`src/rtl/fb_pkg.sv`:
```
// Shared constants, command opcodes and FSM state encoding for the frame-buffer
// write engine.
package fb_pkg;

    localparam int FB_W_DEFAULT = 160;
    localparam int FB_H_DEFAULT = 120;
    localparam int AW_DEFAULT   = 15;

    localparam logic OP_FILL = 1'b0;
    localparam logic OP_BLIT = 1'b1;

    typedef enum logic [1:0] {
        ST_IDLE = 2'd0,
        ST_FILL = 2'd1,
        ST_BLIT = 2'd2,
        ST_DONE = 2'd3
    } state_t;

    // Start-row offset y*pitch as a constant-coefficient shift-and-add.
    function automatic logic [31:0] row_offset(input logic [7:0] y, input int pitch);
        logic [31:0] acc;
        acc = '0;
        for (int i = 0; i < 16; i++) begin
            if (pitch[i]) acc = acc + ({24'd0, y} << i);
        end
        return acc;
    endfunction

endpackage

```
`src/rtl/fb_raster_walk.sv`:
```
// Raster walker for one draw rectangle: column/row position, running row base,
// frame-buffer address, clip flag and last-pixel flag.
module fb_raster_walk
    import fb_pkg::*;
#(
    parameter int FB_W = FB_W_DEFAULT,
    parameter int FB_H = FB_H_DEFAULT,
    parameter int AW   = AW_DEFAULT
) (
    input  logic          clk,
    input  logic          rst_n,
    input  logic          start,
    input  logic [7:0]    x0,
    input  logic [7:0]    y0,
    input  logic [7:0]    w,
    input  logic [7:0]    h,
    input  logic          advance,
    output logic [AW-1:0] addr,
    output logic          clip,
    output logic          last
);

    localparam logic [8:0] W9 = 9'(FB_W);
    localparam logic [8:0] H9 = 9'(FB_H);

    logic [7:0]    x0_q, w_q, h_q;
    logic [7:0]    col_q, row_q;
    logic [8:0]    x_q, y_q;
    logic [AW-1:0] row_base_q;
    logic          row_end;

    assign row_end = (col_q == w_q - 8'd1);
    assign last    = row_end && (row_q == h_q - 8'd1);
    // 9-bit coordinates so columns past the right edge clip instead of wrapping.
    assign clip    = (x_q >= W9) || (y_q >= H9);
    assign addr    = row_base_q + AW'(x_q);

    // NOTE: every register here is state, so it is written with <= only.
    always_ff @(posedge clk or negedge rst_n) begin
        if (!rst_n) begin
            x0_q       <= '0;
            w_q        <= '0;
            h_q        <= '0;
            col_q      <= '0;
            row_q      <= '0;
            x_q        <= '0;
            y_q        <= '0;
            row_base_q <= '0;
        end else if (start) begin
            x0_q       <= x0;
            w_q        <= w;
            h_q        <= h;
            col_q      <= '0;
            row_q      <= '0;
            x_q        <= {1'b0, x0};
            y_q        <= {1'b0, y0};
            row_base_q <= AW'(row_offset(y0, FB_W));
        end else if (advance) begin
            if (row_end) begin
                col_q      <= '0;
                row_q      <= row_q + 8'd1;
                x_q        <= {1'b0, x0_q};
                y_q        <= y_q + 9'd1;
                row_base_q <= row_base_q + AW'(FB_W);
            end else begin
                col_q <= col_q + 8'd1;
                x_q   <= x_q + 9'd1;
            end
        end
    end

endmodule

```
`src/rtl/fb_writer.sv`:
```
// Frame-buffer port-A write engine: accepts one FILL or BLIT command at a time
// and emits registered BRAM writes in raster order with edge clipping.
module fb_writer
    import fb_pkg::*;
#(
    parameter int FB_W = FB_W_DEFAULT,
    parameter int FB_H = FB_H_DEFAULT,
    parameter int AW   = AW_DEFAULT
) (
    input  logic          CLK,
    input  logic          RST_BTN,
    input  logic          cmd_valid,
    output logic          cmd_ready,
    input  logic          cmd_op,
    input  logic [7:0]    cmd_x0,
    input  logic [7:0]    cmd_y0,
    input  logic [7:0]    cmd_w,
    input  logic [7:0]    cmd_h,
    input  logic [15:0]   cmd_color,
    input  logic          px_valid,
    output logic          px_ready,
    input  logic [15:0]   px_data,
    output logic [AW-1:0] addra,
    output logic [15:0]   dina,
    output logic          wea,
    output logic          busy,
    output logic          done
);

    localparam logic [8:0] W9 = 9'(FB_W);
    localparam logic [8:0] H9 = 9'(FB_H);

    state_t        state_q, state_d;
    logic          op_q;
    logic [15:0]   color_q;
    logic          accept, advance, issue;
    logic [AW-1:0] walk_addr;
    logic          walk_clip, walk_last;

    assign cmd_ready = (state_q == ST_IDLE);
    assign busy      = (state_q != ST_IDLE);
    assign px_ready  = (state_q == ST_BLIT);
    assign accept    = cmd_valid && cmd_ready;

    fb_raster_walk #(.FB_W(FB_W), .FB_H(FB_H), .AW(AW)) u_walk (
        .clk     (CLK),
        .rst_n   (RST_BTN),
        .start   (accept),
        .x0      (cmd_x0),
        .y0      (cmd_y0),
        .w       (cmd_w),
        .h       (cmd_h),
        .advance (advance),
        .addr    (walk_addr),
        .clip    (walk_clip),
        .last    (walk_last)
    );

    // NOTE: defaults first so no path through this block leaves a value held (no latches).
    always_comb begin
        state_d = state_q;
        advance = 1'b0;
        issue   = 1'b0;
        case (state_q)
            ST_IDLE: begin
                if (cmd_valid) begin
                    if (cmd_w == 8'd0 || cmd_h == 8'd0)
                        state_d = ST_DONE;
                    else if (cmd_op == OP_BLIT)
                        state_d = ST_BLIT;
                    else if ({1'b0, cmd_x0} >= W9 || {1'b0, cmd_y0} >= H9)
                        state_d = ST_DONE;
                    else
                        state_d = ST_FILL;
                end
            end
            ST_FILL: begin
                advance = 1'b1;
                issue   = !walk_clip;
                if (walk_last) state_d = ST_DONE;
            end
            ST_BLIT: begin
                // Clipped pixels are still consumed so the stream stays aligned.
                if (px_valid) begin
                    advance = 1'b1;
                    issue   = !walk_clip;
                    if (walk_last) state_d = ST_DONE;
                end
            end
            ST_DONE: state_d = ST_IDLE;
            default: state_d = ST_IDLE;
        endcase
    end

    always_ff @(posedge CLK or negedge RST_BTN) begin
        if (!RST_BTN) begin
            state_q <= ST_IDLE;
            op_q    <= OP_FILL;
            color_q <= '0;
            addra   <= '0;
            dina    <= '0;
            wea     <= 1'b0;
            done    <= 1'b0;
        end else begin
            state_q <= state_d;
            wea     <= issue;
            done    <= (state_q == ST_DONE);
            if (accept) begin
                op_q    <= cmd_op;
                color_q <= cmd_color;
            end
            if (issue) begin
                addra <= walk_addr;
                dina  <= (op_q == OP_BLIT) ? px_data : color_q;
            end
        end
    end

endmodule

```
`config.mk`:
```
export PLATFORM = sky130hd
export DESIGN_NAME = fb_writer
export DESIGN_NICKNAME = d
export VERILOG_FILES = /design/src/rtl/fb_pkg.sv /design/src/rtl/fb_raster_walk.sv /design/src/rtl/fb_writer.sv
export SDC_FILE = /design/constraint.sdc
export NUM_CORES = 1
export LEC_CHECK = 0
export ABC_AREA = 0
export BUFFER_PORTS_ARGS = -buffer_cell sky130_fd_sc_hd__buf_2
export CORE_ASPECT_RATIO = 2
export CORE_MARGIN = 2
export CORE_UTILIZATION = 57
export DETAILED_ROUTE_END_ITERATION = 8
export HOLD_SLACK_MARGIN = 0.02
export PLACE_DENSITY = 0.8
export SLEW_MARGIN = 5
export SYNTH_ARGS = -nofsm -noshare
export SYNTH_HDL_FRONTEND = slang
export SYNTH_SLANG_ARGS = --single-unit
export TNS_END_PERCENT = 10
```
`constraint.sdc`:
```
create_clock -name CLK -period 3.7 [get_ports CLK]
set_input_delay 0.555 -clock CLK [delete_from_list [all_inputs] [get_ports CLK]]
set_output_delay 0.555 -clock CLK [all_outputs]
set_load 0.05 [all_outputs]
```
==> results.txt, run 1 <==
Final setup viols: 0
Final Max Tran Viols: 0
Pre-Repair DR Iteration Count: 5
synth unique cells: 55
detailed-route DRC error count: 0
ant diodes: 0
CTS tree: yes
clock slew at reported path FFs: 50 ps
Met2 Wirelength: 7960 um
total CTS buffers: 17
via count: 5,368
area grow syn2layout: 20.2%
multiplexer share of the synthesized area: 5.66%
syn_area_per_cell: 9.27 um^2
TNS Setup: 0 ps
Synth area leader: dfrtp_1
Final Cycle Share: 91.0%
pin count of the biggest net entering global routing: 76
core area: 11,100 um^2
PortBufs: 104
CP Max Fanout: 26
Core Util, Final: 69.5%
Starting Density: 57.9%
highest clock rate: 297 MHz
die height: 154 um
Yosys Warn Count: 0
wire per inst: 15.9 um
number of cell rows: 55
CP arrival: 3720 ps
initial antenna violation count: 0
Post-Route M1 WL: 5960 um
gpl congestion: 0.806
CTS Hold Buffers Added: 0
clock tree sinks: 120
Clock Skew: 8.51 ps
highest routed layer: met4
top-count cell post-synth: nand2_1
RSZ-0062 raised after global routing: false
Synth Area in XOR/XNOR: 8.83%
path depth of the worst reg2reg path: 10
Synth top cells by count: nand2_1, dfrtp_1, nor2_1
crit path capture type: flip-flop
compound-cell area share of the yosys netlist: 9.84%
sequential area share after synthesis: 46.6%
Routed Antenna Nets: 0
Tmin final: 3370 ps
main combinational cell family by area after synthesis: simple AND/OR/NAND/NOR gates
Fillers: 884
Leakage: 3.67 nW
initial DRC count: 347
Resize count post-CTS: 0
Rel. slew slack: 35.7%
number of post-CTS setup repair buffers: 0
Worst Setup Path Type: reg -> reg
Synth Area in Adders: 4.97%
Max VDD drop: 0.544 mV
met3 WL: 740 um
Simple-Gate Fraction of Synth Area: 20.8%
Synth top area share: 46.6%
layout net count: 888
Yosys reg bits: 120
layout cells sized above 1: 21.2%
run status: finished, final reports clean
top cells by area, synth: dfrtp_1, nand2_1, xnor2_1, ha_1, a21oi_1
post-synthesis async set-or-reset flop share: 100%
max-cap violation count: 0
gr usage total: 26.2%
Vias per Instance: 5.66
clk_lat worst skew: 420 ps
H-tree levels: 4
CP cell instances: inv_1 -> ha_1 -> or3b_4 -> or4_4 -> a211oi_2 -> o211ai_4 -> buf_4 -> o21ai_0 -> a2bb2oi_1 -> o22a_1
final hold vios: 0
IO Pins: 105
Top FF cell, synth: dfrtp_1
Power Dens Cells: 946 nW/um^2
worst-case clock buffer depth: 2
number of flops mapped to enable cells by yosys: 0
Worst Setup Start Kind: flip-flop
detailed placer's ending HPWL: 10,300 um
Slew @ Worst Pin: 964 ps
syn nets: 790
routed wire length: 15,100 um
Total Power: 7.33 mW
grt ovf: 0
Min-Delay Path Class: in -> async
Die ar.: 12,200 um^2
reg2reg setup slack: 330 ps
Syn Std Cell Area: 6450 um^2
r2r endpoint: u_walk.x_q[5]
first-pass GRT wire length: 25,400 um
Crit path required time: 4060 ps
Chip Width: 79.2 um
vias in the first global route: 5,470
reg2reg start: u_walk.w_q[0]
largest stage delay on the critical path: 490 ps
clock tree root buffer cell: clkbuf_16
Syn Inst Count: 696
slowest stage cell, crit path: or4_4
## registers in the layout, summed over array words and instances, names as in the netlist
register,flops
u_walk.x0_q,8
u_walk.h_q,8
wea,1
u_walk.y_q,9
op_q,1
u_walk.row_q,8
done,1
dina,16
u_walk.w_q,8
state_q,2
color_q,16
addra,15
u_walk.x_q,9
u_walk.col_q,8
u_walk.row_base_q,10
## kinds of logic after synthesis
| logic type | Yosys count |
|---|---|
| flip-flops | 120 |
| multiplexers | 35 |
| AND/OR/NAND/NOR | 293 |
| XOR/XNOR | 65 |
| AO/OA/AOI/OAI | 105 |
| buffers and inverters | 53 |
| adder cells (fa/ha/maj) | 25 |
## how the worst max path moves through the flow
stage | start | end | slack, ps | cells after the start
floorplan | state_q[0] | state_q[0] | 830 | 9
global placement | u_walk.w_q[0] | u_walk.y_q[1] | 560 | 9
detailed placement | u_walk.w_q[0] | u_walk.x_q[5] | 360 | 10
CTS | u_walk.w_q[0] | u_walk.x_q[5] | 360 | 10
global route | u_walk.w_q[0] | u_walk.x_q[5] | 170 | 10
finish | u_walk.w_q[0] | u_walk.x_q[5] | 330 | 10
## through the flow
step | instance area, um^2 | instances | hold WS (ps) | setup WS, ps
after global routing | 7750 | 948 | 328 | 167
after detailed placement | 7080 | 917 | 460 | 359
after global placement | 7080 | 917 | 454 | 561
final | 7750 | 948 | 278 | 331
after CTS | 7750 | 948 | 313 | 357
after floorplan | 6450 | 696 | 259 | 835
## where the power goes
group / switching (mW) / internal, mW / total (mW)
registers: 0.528 / 1.86 / 2.39
logic: 1.98 / 1.08 / 3.06
clock network: 0.622 / 1.26 / 1.89
total: 3.13 / 4.21 / 7.33
## layout make-up
class	count	area, um^2	share of cell area [%]
inverters	22	82.6	1.07
well taps	142	178	2.29
clock inverters	14	245	3.16
flip-flops and latches	120	3000	38.7
multi-input cells	523	3240	41.8
clock buffers	17	425	5.49
repair buffers	110	581	7.49
## cell usage in the layout, fill, tap and decap left out, types with 10 or more instances in the layout
cell type  count
nand2_1      156
dfrtp_1      120
buf_2        103
nor2_1        57
a21oi_1       47
xnor2_1       46
o21ai_0       26
ha_1          24
mux2i_1       23
inv_1         22
xor2_1        19
nand3_1       17
clkbuf_16     17
nor3_1        16
mux2_2        12
nor4_1        10
## critical path: cells and delay by family (launching register included)
family          cells  cell delay, ps
fa+ha+maj           1             210
compound gates      5            1330
simple gates        2             900
buf+inv             2             420
flops               1             420
## metal layers
| layer | global-route usage [%] | vias to the layer above |
|---|---|---|
| li1 | - | 2552 |
| met1 | 31.6 | 2623 |
| met2 | 44.4 | 158 |
| met3 | 5.78 | 35 |
| met4 | 11.7 | 0 |
| met5 | 0 | - |
No activity file was read; power rests on OpenSTA's default activity.
==> run 2, diff against run 1 <==
Settings changed: CORE_ASPECT_RATIO 2 to default.
==> run 2 against run 1 <==
Effect of this change:
- clock skew shrank 3.0 ps
- highest routed layer unchanged
- sequential power is essentially flat
- via count grew 0.84%
==> results.txt, run 2 (same netlist as run 1, synthesis figures left out) <==
grt ovf: 0
pin count of the biggest net entering global routing: 75
total CTS buffers: 17
clk_lat worst skew: 420 ps
core area: 10,900 um^2
Leakage: 3.65 nW
Max VDD drop: 0.749 mV
IO Pins: 105
CP startpoint: u_walk.w_q[0]
initial antenna violation count: 0
first-pass GRT wire length: 25,700 um
Final Cycle Share: 90.9%
ant diodes: 0
detailed placer's ending HPWL: 10,600 um
met3 WL: 935 um
reg2reg start: u_walk.w_q[0]
layout cells sized above 1: 20.9%
die height: 110 um
Total Power: 7.26 mW
final worst slack: 335 ps
layout net count: 888
multi-input logic area: 3240 um^2
CP top delay family: compound AO/OA/AOI/OAI gates
Vias per Instance: 5.72
area grow syn2layout: 19.6%
largest registers: color_q x16, dina x16, addra x15
highest routed layer: met4
pre-CTS setup slack: 344 ps
Clock Skew: 5.56 ps
clock slew at reported path FFs: 50 ps
Min-Delay Path Class: in -> async
worst-case clock buffer depth: 2
number of post-CTS setup repair buffers: 0
Tmin final: 3360 ps
clock tree sinks: 120
detailed-route DRC error count: 0
final hold vios: 0
TNS Setup: 0 ps
initial DRC count: 500
Crit path buffers/inverters: 2
H-tree levels: 4
number of cell rows: 38
CP Max Fanout: 25
routed wire length: 15,400 um
Post-Route M1 WL: 6450 um
Resize count post-CTS: 0
highest clock rate: 297 MHz
gpl congestion: 0.870
Worst Setup Path Type: reg -> reg
Reg area: 3000 um^2
gr usage total: 27.6%
Fillers: 778
largest stage delay on the critical path: 490 ps
CTS tree: yes
Starting Density: 59.0%
Die ar.: 12,200 um^2
CP arrival: 3670 ps
Chip Width: 110 um
Pre-Repair DR Iteration Count: 5
Worst Setup Start Kind: flip-flop
Routed Antenna Nets: 0
commonest non-fill, non-tap cells in the layout: nand2_1, dfrtp_1, buf_2
max-cap violation count: 0
Met2 Wirelength: 7780 um
via count: 5,413
RSZ-0062 raised after global routing: false
Slew @ Worst Pin: 969 ps
CP cell instances: inv_1 -> ha_1 -> or3b_4 -> or4_4 -> a211oi_2 -> o211ai_4 -> buf_4 -> o21ai_2 -> a31oi_1 -> o22a_1
crit path capture type: flip-flop
Rel. slew slack: 35.4%
wire per inst: 16.3 um
Crit path required time: 4000 ps
Final setup viols: 0
Power Dens Cells: 941 nW/um^2
vias in the first global route: 5,376
commonest non-fill, non-tap cell in the layout: nand2_1
slowest stage cell, crit path: or4_4
CTS Hold Buffers Added: 0
Final Max Tran Viols: 0
clock tree root buffer cell: clkbuf_16
PortBufs: 104
run status: finished, final reports clean
run 2: cell count changes in the layout (fill, tap and decap cells not counted):
| cell | delta |
|---|---|
| clkbuf_1 | +3 |
| clkinv_2 | +2 |
| clkinv_4 | -2 |
| bufinv_16 | -1 |
| inv_6 | -1 |
run 2: layer usage:
| metal | up-vias | track usage, % |
|---|---|---|
| li1 | 2558 | - |
| met1 | 2636 | 36.5 |
| met2 | 193 | 44.9 |
| met3 | 26 | 6.64 |
| met4 | 0 | 8.75 |
| met5 | - | 0 |
run 2: worst register-to-register path, delay by kind of cell, from the launching register on:
| family | cells | cell delay [ps] |
|---|---|---|
| AOI/OAI and AO/OA | 5 | 1290 |
| and+or+nand+nor | 2 | 900 |
| buffers and inverters | 2 | 430 |
| DFF | 1 | 420 |
| adders and majority gates | 1 | 230 |
run 2: worst paths after layout:
path	to	depth (start not counted)	slack, ps
min in group CLK	color_q[9]	3	330
hold / removal	u_walk.h_q[2]	1	280
setup reg to reg	u_walk.x_q[5]	10	340
max in group asynchronous	dina[6]	2	2610
hold reg to reg	u_walk.x0_q[5]	2	470
setup / recovery	u_walk.x_q[5]	10	340
run 2: power by group:
| group | switching, mW | internal, mW |
|---|---|---|
| clock network | 0.588 | 1.19 |
| logic | 1.99 | 1.08 |
| registers | 0.543 | 1.86 |
run 2: area by class of cell:
class / count / share of cell area, %
clock inverters: 12 / 2.58
flip-flops and latches: 120 / 38.9
clock buffers: 20 / 5.66
multi-input cells: 523 / 42.0
inverters: 22 / 1.07
well taps: 140 / 2.27
repair buffers: 110 / 7.53
run 2: per-stage QoR:
step	instance area [um^2]	util (%)	std cells	hold slack, ps
after CTS	7710	70.5	947	321
after global routing	7710	70.5	947	327
final	7710	70.5	947	284
after global placement	7080	64.7	915	457
after detailed placement	7080	64.7	915	456
after floorplan	6450	-	696	259
